==> config.mk <==
export PLATFORM = sky130hd
export DESIGN_NAME = reg_bus_master
export DESIGN_NICKNAME = d
export VERILOG_FILES = /design/src/rtl/reg_bus_master_pkg.sv /design/src/rtl/reg_bus_master_timeout_counter.sv /design/src/rtl/reg_bus_master.sv
export SDC_FILE = /design/constraint.sdc
export NUM_CORES = 1
export LEC_CHECK = 0
export ABC_CLOCK_PERIOD_IN_PS = 2700
export BUFFER_PORTS_ARGS = -buffer_cell sky130_fd_sc_hd__buf_4
export CORE_MARGIN = 2
export CORE_UTILIZATION = 45
export DETAILED_ROUTE_END_ITERATION = 7
export GPL_TIMING_DRIVEN = 0
export PLACE_DENSITY = 0.71
export SLEW_MARGIN = 20
export SYNTH_ARGS = -nofsm -noshare
export SYNTH_HDL_FRONTEND = slang
export SYNTH_SLANG_ARGS = --single-unit
==> constraint.sdc <==
create_clock -name clk -period 2.7 [get_ports clk]
set_clock_uncertainty 0.15 [all_clocks]
set_input_delay 0.54 -clock clk [delete_from_list [all_inputs] [get_ports clk]]
set_output_delay 0.54 -clock clk [all_outputs]
set_load 0.1 [all_outputs]
==> src/rtl/reg_bus_master_pkg.sv <==
// Shared types and default sizing for the register bus master and its helpers.
// Holds the transaction FSM state encoding and the default parameter values.
package reg_bus_master_pkg;

  localparam int DEF_NUM_OF_PORTS   = 4;
  localparam int DEF_W_WIDTH        = 8;
  localparam int DEF_TIMEOUT_CYCLES = 16;

  typedef enum logic [1:0] {
    IDLE   = 2'd0,
    ACCESS = 2'd1,
    DRAIN  = 2'd2,
    RESP   = 2'd3
  } state_e;

  // A single register slot still needs a one-bit address port.
  function automatic int addr_width(input int n);
    return (n > 1) ? $clog2(n) : 1;
  endfunction

endpackage

==> src/rtl/reg_bus_master_timeout_counter.sv <==
// Saturating ACCESS-cycle counter; expired is high in the last allowed wait cycle.
// Zero latency on expired (decoded from the count flop); clear has priority over enable.
module reg_timeout_counter
  import reg_bus_master_pkg::*;
#(
  parameter int TIMEOUT_CYCLES = DEF_TIMEOUT_CYCLES
) (
  input  logic clk,
  input  logic rst_n,
  input  logic clear,
  input  logic enable,
  output logic expired
);

  localparam int            CW   = $clog2(TIMEOUT_CYCLES + 1);
  localparam logic [CW-1:0] LAST = CW'(TIMEOUT_CYCLES - 1);

  logic [CW-1:0] cnt_q;
  logic [CW-1:0] cnt_d;

  // Holds at LAST so a stuck enable can never wrap back to a fresh budget.
  always_comb begin
    cnt_d = cnt_q;
    if (clear) begin
      cnt_d = '0;
    end else if (enable && (cnt_q != LAST)) begin
      cnt_d = cnt_q + 1'b1;
    end
  end

  always_ff @(posedge clk or negedge rst_n) begin
    if (!rst_n) begin
      cnt_q <= '0;
    end else begin
      cnt_q <= cnt_d;
    end
  end

  assign expired = (cnt_q == LAST);

endmodule

==> src/rtl/reg_bus_master.sv <==
// Host-command to register-bus master: one outstanding access, registered bus and response.
// Five cycles handshake-to-response with an immediate decoder; rsp held until rsp_ready, cmd_ready low while busy or ack high.
module reg_bus_master
  import reg_bus_master_pkg::*;
#(
  parameter  int NUM_OF_PORTS   = DEF_NUM_OF_PORTS,
  parameter  int W_WIDTH        = DEF_W_WIDTH,
  parameter  int TIMEOUT_CYCLES = DEF_TIMEOUT_CYCLES,
  localparam int AW             = addr_width(NUM_OF_PORTS)
) (
  input  logic               clk,
  input  logic               rst_n,
  input  logic               cmd_valid,
  output logic               cmd_ready,
  input  logic               cmd_wr_rd_s,
  input  logic [AW-1:0]      cmd_addr,
  input  logic [W_WIDTH-1:0] cmd_wdata,
  output logic               rsp_valid,
  input  logic               rsp_ready,
  output logic [W_WIDTH-1:0] rsp_rdata,
  output logic               rsp_err,
  output logic               sel_en,
  output logic               wr_rd_s,
  output logic [AW-1:0]      addr,
  output logic [W_WIDTH-1:0] wdata,
  input  logic               ack,
  input  logic [W_WIDTH-1:0] rd_data
);

  state_e             state_q, state_d;
  logic               sel_en_q, sel_en_d;
  logic               wr_rd_s_q, wr_rd_s_d;
  logic [AW-1:0]      addr_q, addr_d;
  logic [W_WIDTH-1:0] wdata_q, wdata_d;
  logic               rsp_valid_q, rsp_valid_d;
  logic [W_WIDTH-1:0] rsp_rdata_q, rsp_rdata_d;
  logic               rsp_err_q, rsp_err_d;
  logic               cnt_clear;
  logic               cnt_expired;

  // A stale ack from the previous access must fall before the bus is reused.
  assign cmd_ready = rst_n && (state_q == IDLE) && !ack;

  reg_timeout_counter #(
    .TIMEOUT_CYCLES(TIMEOUT_CYCLES)
  ) u_timeout (
    .clk    (clk),
    .rst_n  (rst_n),
    .clear  (cnt_clear),
    .enable (state_q == ACCESS),
    .expired(cnt_expired)
  );

  always_comb begin
    state_d     = state_q;
    sel_en_d    = sel_en_q;
    wr_rd_s_d   = wr_rd_s_q;
    addr_d      = addr_q;
    wdata_d     = wdata_q;
    rsp_valid_d = rsp_valid_q;
    rsp_rdata_d = rsp_rdata_q;
    rsp_err_d   = rsp_err_q;
    cnt_clear   = 1'b0;

    case (state_q)
      IDLE: begin
        if (cmd_valid && cmd_ready) begin
          state_d   = ACCESS;
          sel_en_d  = 1'b1;
          wr_rd_s_d = cmd_wr_rd_s;
          addr_d    = cmd_addr;
          wdata_d   = cmd_wdata;
          cnt_clear = 1'b1;
        end
      end
      ACCESS: begin
        // An ack arriving on the expiry edge still wins over the timeout.
        if (ack || cnt_expired) begin
          state_d     = DRAIN;
          sel_en_d    = 1'b0;
          wr_rd_s_d   = 1'b0;
          addr_d      = '0;
          wdata_d     = '0;
          rsp_err_d   = !ack;
          rsp_rdata_d = (ack && !wr_rd_s_q) ? rd_data : '0;
        end
      end
      DRAIN: begin
        if (!ack) begin
          state_d     = RESP;
          rsp_valid_d = 1'b1;
        end
      end
      RESP: begin
        if (rsp_ready) begin
          state_d     = IDLE;
          rsp_valid_d = 1'b0;
          rsp_rdata_d = '0;
          rsp_err_d   = 1'b0;
        end
      end
      default: begin
        state_d = IDLE;
      end
    endcase
  end

  always_ff @(posedge clk or negedge rst_n) begin
    if (!rst_n) begin
      state_q     <= IDLE;
      sel_en_q    <= 1'b0;
      wr_rd_s_q   <= 1'b0;
      addr_q      <= '0;
      wdata_q     <= '0;
      rsp_valid_q <= 1'b0;
      rsp_rdata_q <= '0;
      rsp_err_q   <= 1'b0;
    end else begin
      state_q     <= state_d;
      sel_en_q    <= sel_en_d;
      wr_rd_s_q   <= wr_rd_s_d;
      addr_q      <= addr_d;
      wdata_q     <= wdata_d;
      rsp_valid_q <= rsp_valid_d;
      rsp_rdata_q <= rsp_rdata_d;
      rsp_err_q   <= rsp_err_d;
    end
  end

  assign sel_en    = sel_en_q;
  assign wr_rd_s   = wr_rd_s_q;
  assign addr      = addr_q;
  assign wdata     = wdata_q;
  assign rsp_valid = rsp_valid_q;
  assign rsp_rdata = rsp_rdata_q;
  assign rsp_err   = rsp_err_q;

  a_exclusive : assert property (@(posedge clk) disable iff (!rst_n)
    $onehot0({rsp_valid, cmd_ready, sel_en}));

  a_bus_quiet : assert property (@(posedge clk) disable iff (!rst_n)
    !sel_en |-> (!wr_rd_s && (addr == '0) && (wdata == '0)));

endmodule

; Word-level counts from Yosys, hierarchy flattened
; Cells that the tools add are included.
[totals]
regBits = 29
latchBits = 0
ramBits = 0
mem_bits_ro = 0
inputBits = 24
output_inout_bits = 23
mem_count = 0
[op_classes]
addsub = 1
n_mul = 0
div = 0
magnitude_cmp = 0
eq_ne = 9
shifts = 0
muxes = 29
bitwise = 0
reduce_logical = 17
[ops]
columns = op, n
row1 = two-way mux 8 bit, 5
row2 = one-hot mux 8 bit (2 select lines), 2
row3 = two-way mux 2 bit, 6
row4 = two-way mux 5 bit, 2
row5 = AND reduction 3 bit, 3
row6 = two-way mux 1 bit, 8
row7 = one-hot mux 1 bit (2 select lines), 4
row8 = one-hot mux 2 bit (4 select lines), 1
row9 = nonzero test 2 bit, 4
row10 = "inequality test 2 bit, second input constant", 3
row11 = "adder 5 x 1 -> 5 bit, second input constant", 1
row12 = "equality test 5 x 4 -> 1 bit, second input constant", 1
row13 = logical AND 1 bit, 5
row14 = "inequality test 5 x 4 -> 1 bit, second input constant", 1
row15 = "equality test 2 bit, second input constant", 2
row16 = one-hot mux 2 bit (2 select lines), 1
row17 = AND reduction 4 bit, 1
row18 = "equality test 2 x 1 -> 1 bit, second input constant", 1
row19 = zero test 1 bit, 2
row20 = zero test 2 bit, 1
row21 = "inequality test 2 x 1 -> 1 bit, second input constant", 1
row22 = logical OR 1 bit, 1

; Longest topological paths before layout
[depth]
ltp_word = 7
mapped_depth = 7

; Cells and area by module
; Synthesis repeated with hierarchy kept, for this count alone.
[unflattened]
hier_cells = 130
hier_area_um2 = 1456.4
[by_module_without_submodules]
columns = module, n_inst, cells_per_inst, area_per_inst_um2, seq_area_each_um2
row1 = reg_bus_master, 1, 107, 1196.1, 600.6
row2 = reg_timeout_counter, 1, 23, 260.2, 125.1

; Least setup slack after synthesis
; Ideal clock, no wire load.
[synth_timing]
kind = reg2out
startpoint = register state_q[0]
endpoint = output cmd_ready
t_arrival_ns = 1.588
required_time_ns = 2.010
slack_ns = 0.422
path_stages_with_launch = 4
cell_sequence = dfrtp_1 -> inv_1 -> ha_1 -> and3_1
[synth_via]
elab_chain_len = 3
[synth_lines]
columns = item, line
row1 = from (decl), reg_bus_master.sv:30  ; state_e state_q, state_d;
row2 = from (signal assigned), reg_bus_master.sv:119  ; state_q <= state_d;
row3 = zero test 2 bit, reg_bus_master.sv:42  ; assign cmd_ready = rst_n && (state_q == IDLE) && !ack;
row4 = logical AND 1 bit (2 in a row), reg_bus_master.sv:42
row5 = to (decl), reg_bus_master.sv:14  ; output logic cmd_ready,
; No other way between the ends.

; Worst setup path after layout
[layout_timing]
startpoint = input rst_n
endpoint = output cmd_ready
[layout_via]
elab_chain_len = 2
[layout_lines]
columns = item, line
row1 = from (decl), reg_bus_master.sv:12  ; input logic rst_n,
row2 = logical AND 1 bit (2 in a row), reg_bus_master.sv:42
; No other way between the ends.

==> results.md <==
* CTS tree: done
* Final period util at between 90% and 100%
* Area of the die at between 0.003 and 0.004 mm²
* Initial Util at between 40 and 50%
* Worst setup SP type: input port
* Post-synthesis net count at roughly 170
* Die outline height at 62.7 µm
* Drt total wl at just under 3000 µm
* CP Data Arrival Time at between 1.5 and 2 ns
* Via count at 1135
* Root buffer selected by CTS: clkbuf_4
* Num rows at 21
* Vias in the first global route at 1212
* Reg2reg setup slack at 0.44 ns
* P&R area growth vs syn at 30.5%
* Area share of the largest cell type after synthesis at approximately 47%
* Global-route wire length before repair at around 5400 µm
* Final setup fails at 0
* Slew @ Worst Pin at 0.504 ns
* Gate Count Post-Synth at about 130
* # IOs at between 40 and 50
* Iteration count of the initial detailed-routing pass at 4
* Fill count at between 200 and 300
* RSZ-0062 raised after global routing: no
* CTS Sinks at 29
* Synth Warn # at 0
* Final RePlAce weighted congestion at 0.768
* Rel. slew slack at between 60% and 70%
* Core ar. at around 0.0033 mm²
* WP data required at around 2 ns
* Commonest cells after routing, fill and taps aside: 46 x buf_4, 29 x dfrtp_1, 13 x inv_1
* Ant diodes at 0
* Setup CP Type: input port to output port
* Share of post-route cells with drive strength above 1 at 44.7%
* F_max at slightly below 400 MHz
* TritonCTS buffer count at 5
* H-tree levels at 2
* Post-synthesis cell type count at 36
* # DRC at 0
* EDFF count, synth at 0
* Hold Crit Class: input port to flip-flop
* Final #Nets at roughly 220
* Wirelength per Cell at 12.7 µm
* Largest net degree at the start of global routing at 33
* Slew Limit Fails at 0
* Max-cap viol count at 0
* Number of I/O port buffers at 46
* GR Overflow Total at 0
* Top_reg_cell synth: dfrtp_1
* Syn Std Cell Area at 0.00155 mm²
* Crit Reg-Reg Startpoint: u_timeout.cnt_q[0]
* DR iter-0 viols at 40
* Yosys top cell by area: dfrtp_1
* Area contributors post-synth: dfrtp_1 47%, mux2_2 7.3%, mux2i_1 6.5%
* Critical path peak fanout at 32
* Number of synthesized register bits at 29
* R2r worst-path depth at 7
* Worst-path clk slew at ~0.08 ns
* Final worst path period need at 2.57 ns
* Skew-Pair Late Insertion Delay at 0.33 ns
* Status: finished clean
* Post-DP HPWL at ~2200 µm
* Vias per cell at 4.85
* Reg-to-Reg End: wdata[1]
* Clock buffer depth at 2
* Post-synthesis sequential area ratio at between 40% and 50%
* Routed Antenna Nets at 0
* Setup TNS at 0 ns
* Worst Setup EP: cmd_ready
* Mean Syn Cell Area at 11.6 µm²
* Most common cell after layout, fill and taps aside: buf_4
* Die Wd at approximately 63 µm
* Setup bufs post-CTS at 0
* Final Hold Vio Count at 0
* Ys async rst share at between 90% and 100%
* Global Route Usage Sum at between 15 and 20%
* Worst setup path startpoint: rst_n
* Initial antenna violation count at 0
* Setup crit end kind: output port
==> layer usage <==
layer  share of wire, %  track usage (%)  up-vias
met5                  0                0        -
met4                1.6             5.83        0
met3                6.5             6.49        6
met2                 51             30.8       32
met1                 41             19.7      543
li1                   -                -      554
==> Yosys cell counts (all sizes together) (3+ instances only) <==
master,number
a21oi,4
and2b,10
dfrtp,29
ha,7
inv,13
mux2,12
mux2i,10
nand2,12
nor2,8
nor2b,3
o21ai,3
==> cells by family after synthesis <==
logic type / synth area share, %
simple gates: 18.7
flops: 46.9
mux: 15.7
buf+inv: 4.93
compound gates: 7.03
fa+ha+maj: 5.65
xor+xnor: 1.13
==> stage by stage <==
stage / area [µm²] / worst slack (ns) / util, % / cells / hold WS, ns
floorplan: 1550 / 0.422 / - / 134 / 0.0944
global placement: 1950 / 0.475 / 59.0 / 226 / 0.340
detailed placement: 1950 / 0.433 / 59.0 / 226 / 0.355
CTS: 2020 / 0.0163 / 60.9 / 234 / 0.293
global route: 2020 / 0.0626 / 61.0 / 234 / 0.301
finish: 2020 / 0.133 / 61.0 / 234 / 0.307
==> critical path: stages <==
cell and delay, ns:
dlygate4sd3_1 0.54, buf_6 0.28, and3_1 0.21, buf_4 0.29
==> registers in the layout (all words and copies together), names as in the netlist <==
| name | count |
|---|---|
| addr | 2 |
| rsp_err | 1 |
| rsp_rdata | 8 |
| rsp_valid | 1 |
| sel_en | 1 |
| state_q | 2 |
| u_timeout.cnt_q | 5 |
| wdata | 8 |
| wr_rd_s | 1 |
==> timing repair <==
| action | in CTS | in global routing |
|---|---|---|
| gates resized for setup | 0 | 1 |
| hold buffers | 1 | 0 |
| endpoints found under the setup margin | 0 | 1 |
| endpoints found under the hold margin | 29 | 0 |
==> worst min-delay path by stage <==
stage | startpoint | to | slack [ns] | cells past startpoint
6_report | rd_data[1] | rsp_rdata[1] | 0.31 | 3
5_1_grt | rd_data[6] | rsp_rdata[6] | 0.30 | 3
4_1_cts | rd_data[2] | rsp_rdata[2] | 0.29 | 3
3_5_place_dp | rst_n | u_timeout.cnt_q[4] | 0.36 | 1
3_3_place_gp | wdata[4] | wdata[4] | 0.34 | 1
2_1_floorplan | rst_n | addr[0] | 0.09 | 0
==> cell type report <==
class                           count  area, µm²  area share (%)
Buffer                              4       27.5            1.36
Clock buffer                        7       55.1            2.72
Inverter                           13       48.8            2.41
Multi-Input combinational cell     88        747            37.0
Sequential cell                    29        726            35.9
Tap cell                           46       57.6            2.85
Timing Repair Buffer               47        359            17.8
Power is not shown: default switching activity piles up to over one toggle a cycle in this logic, so the estimate is an artifact.
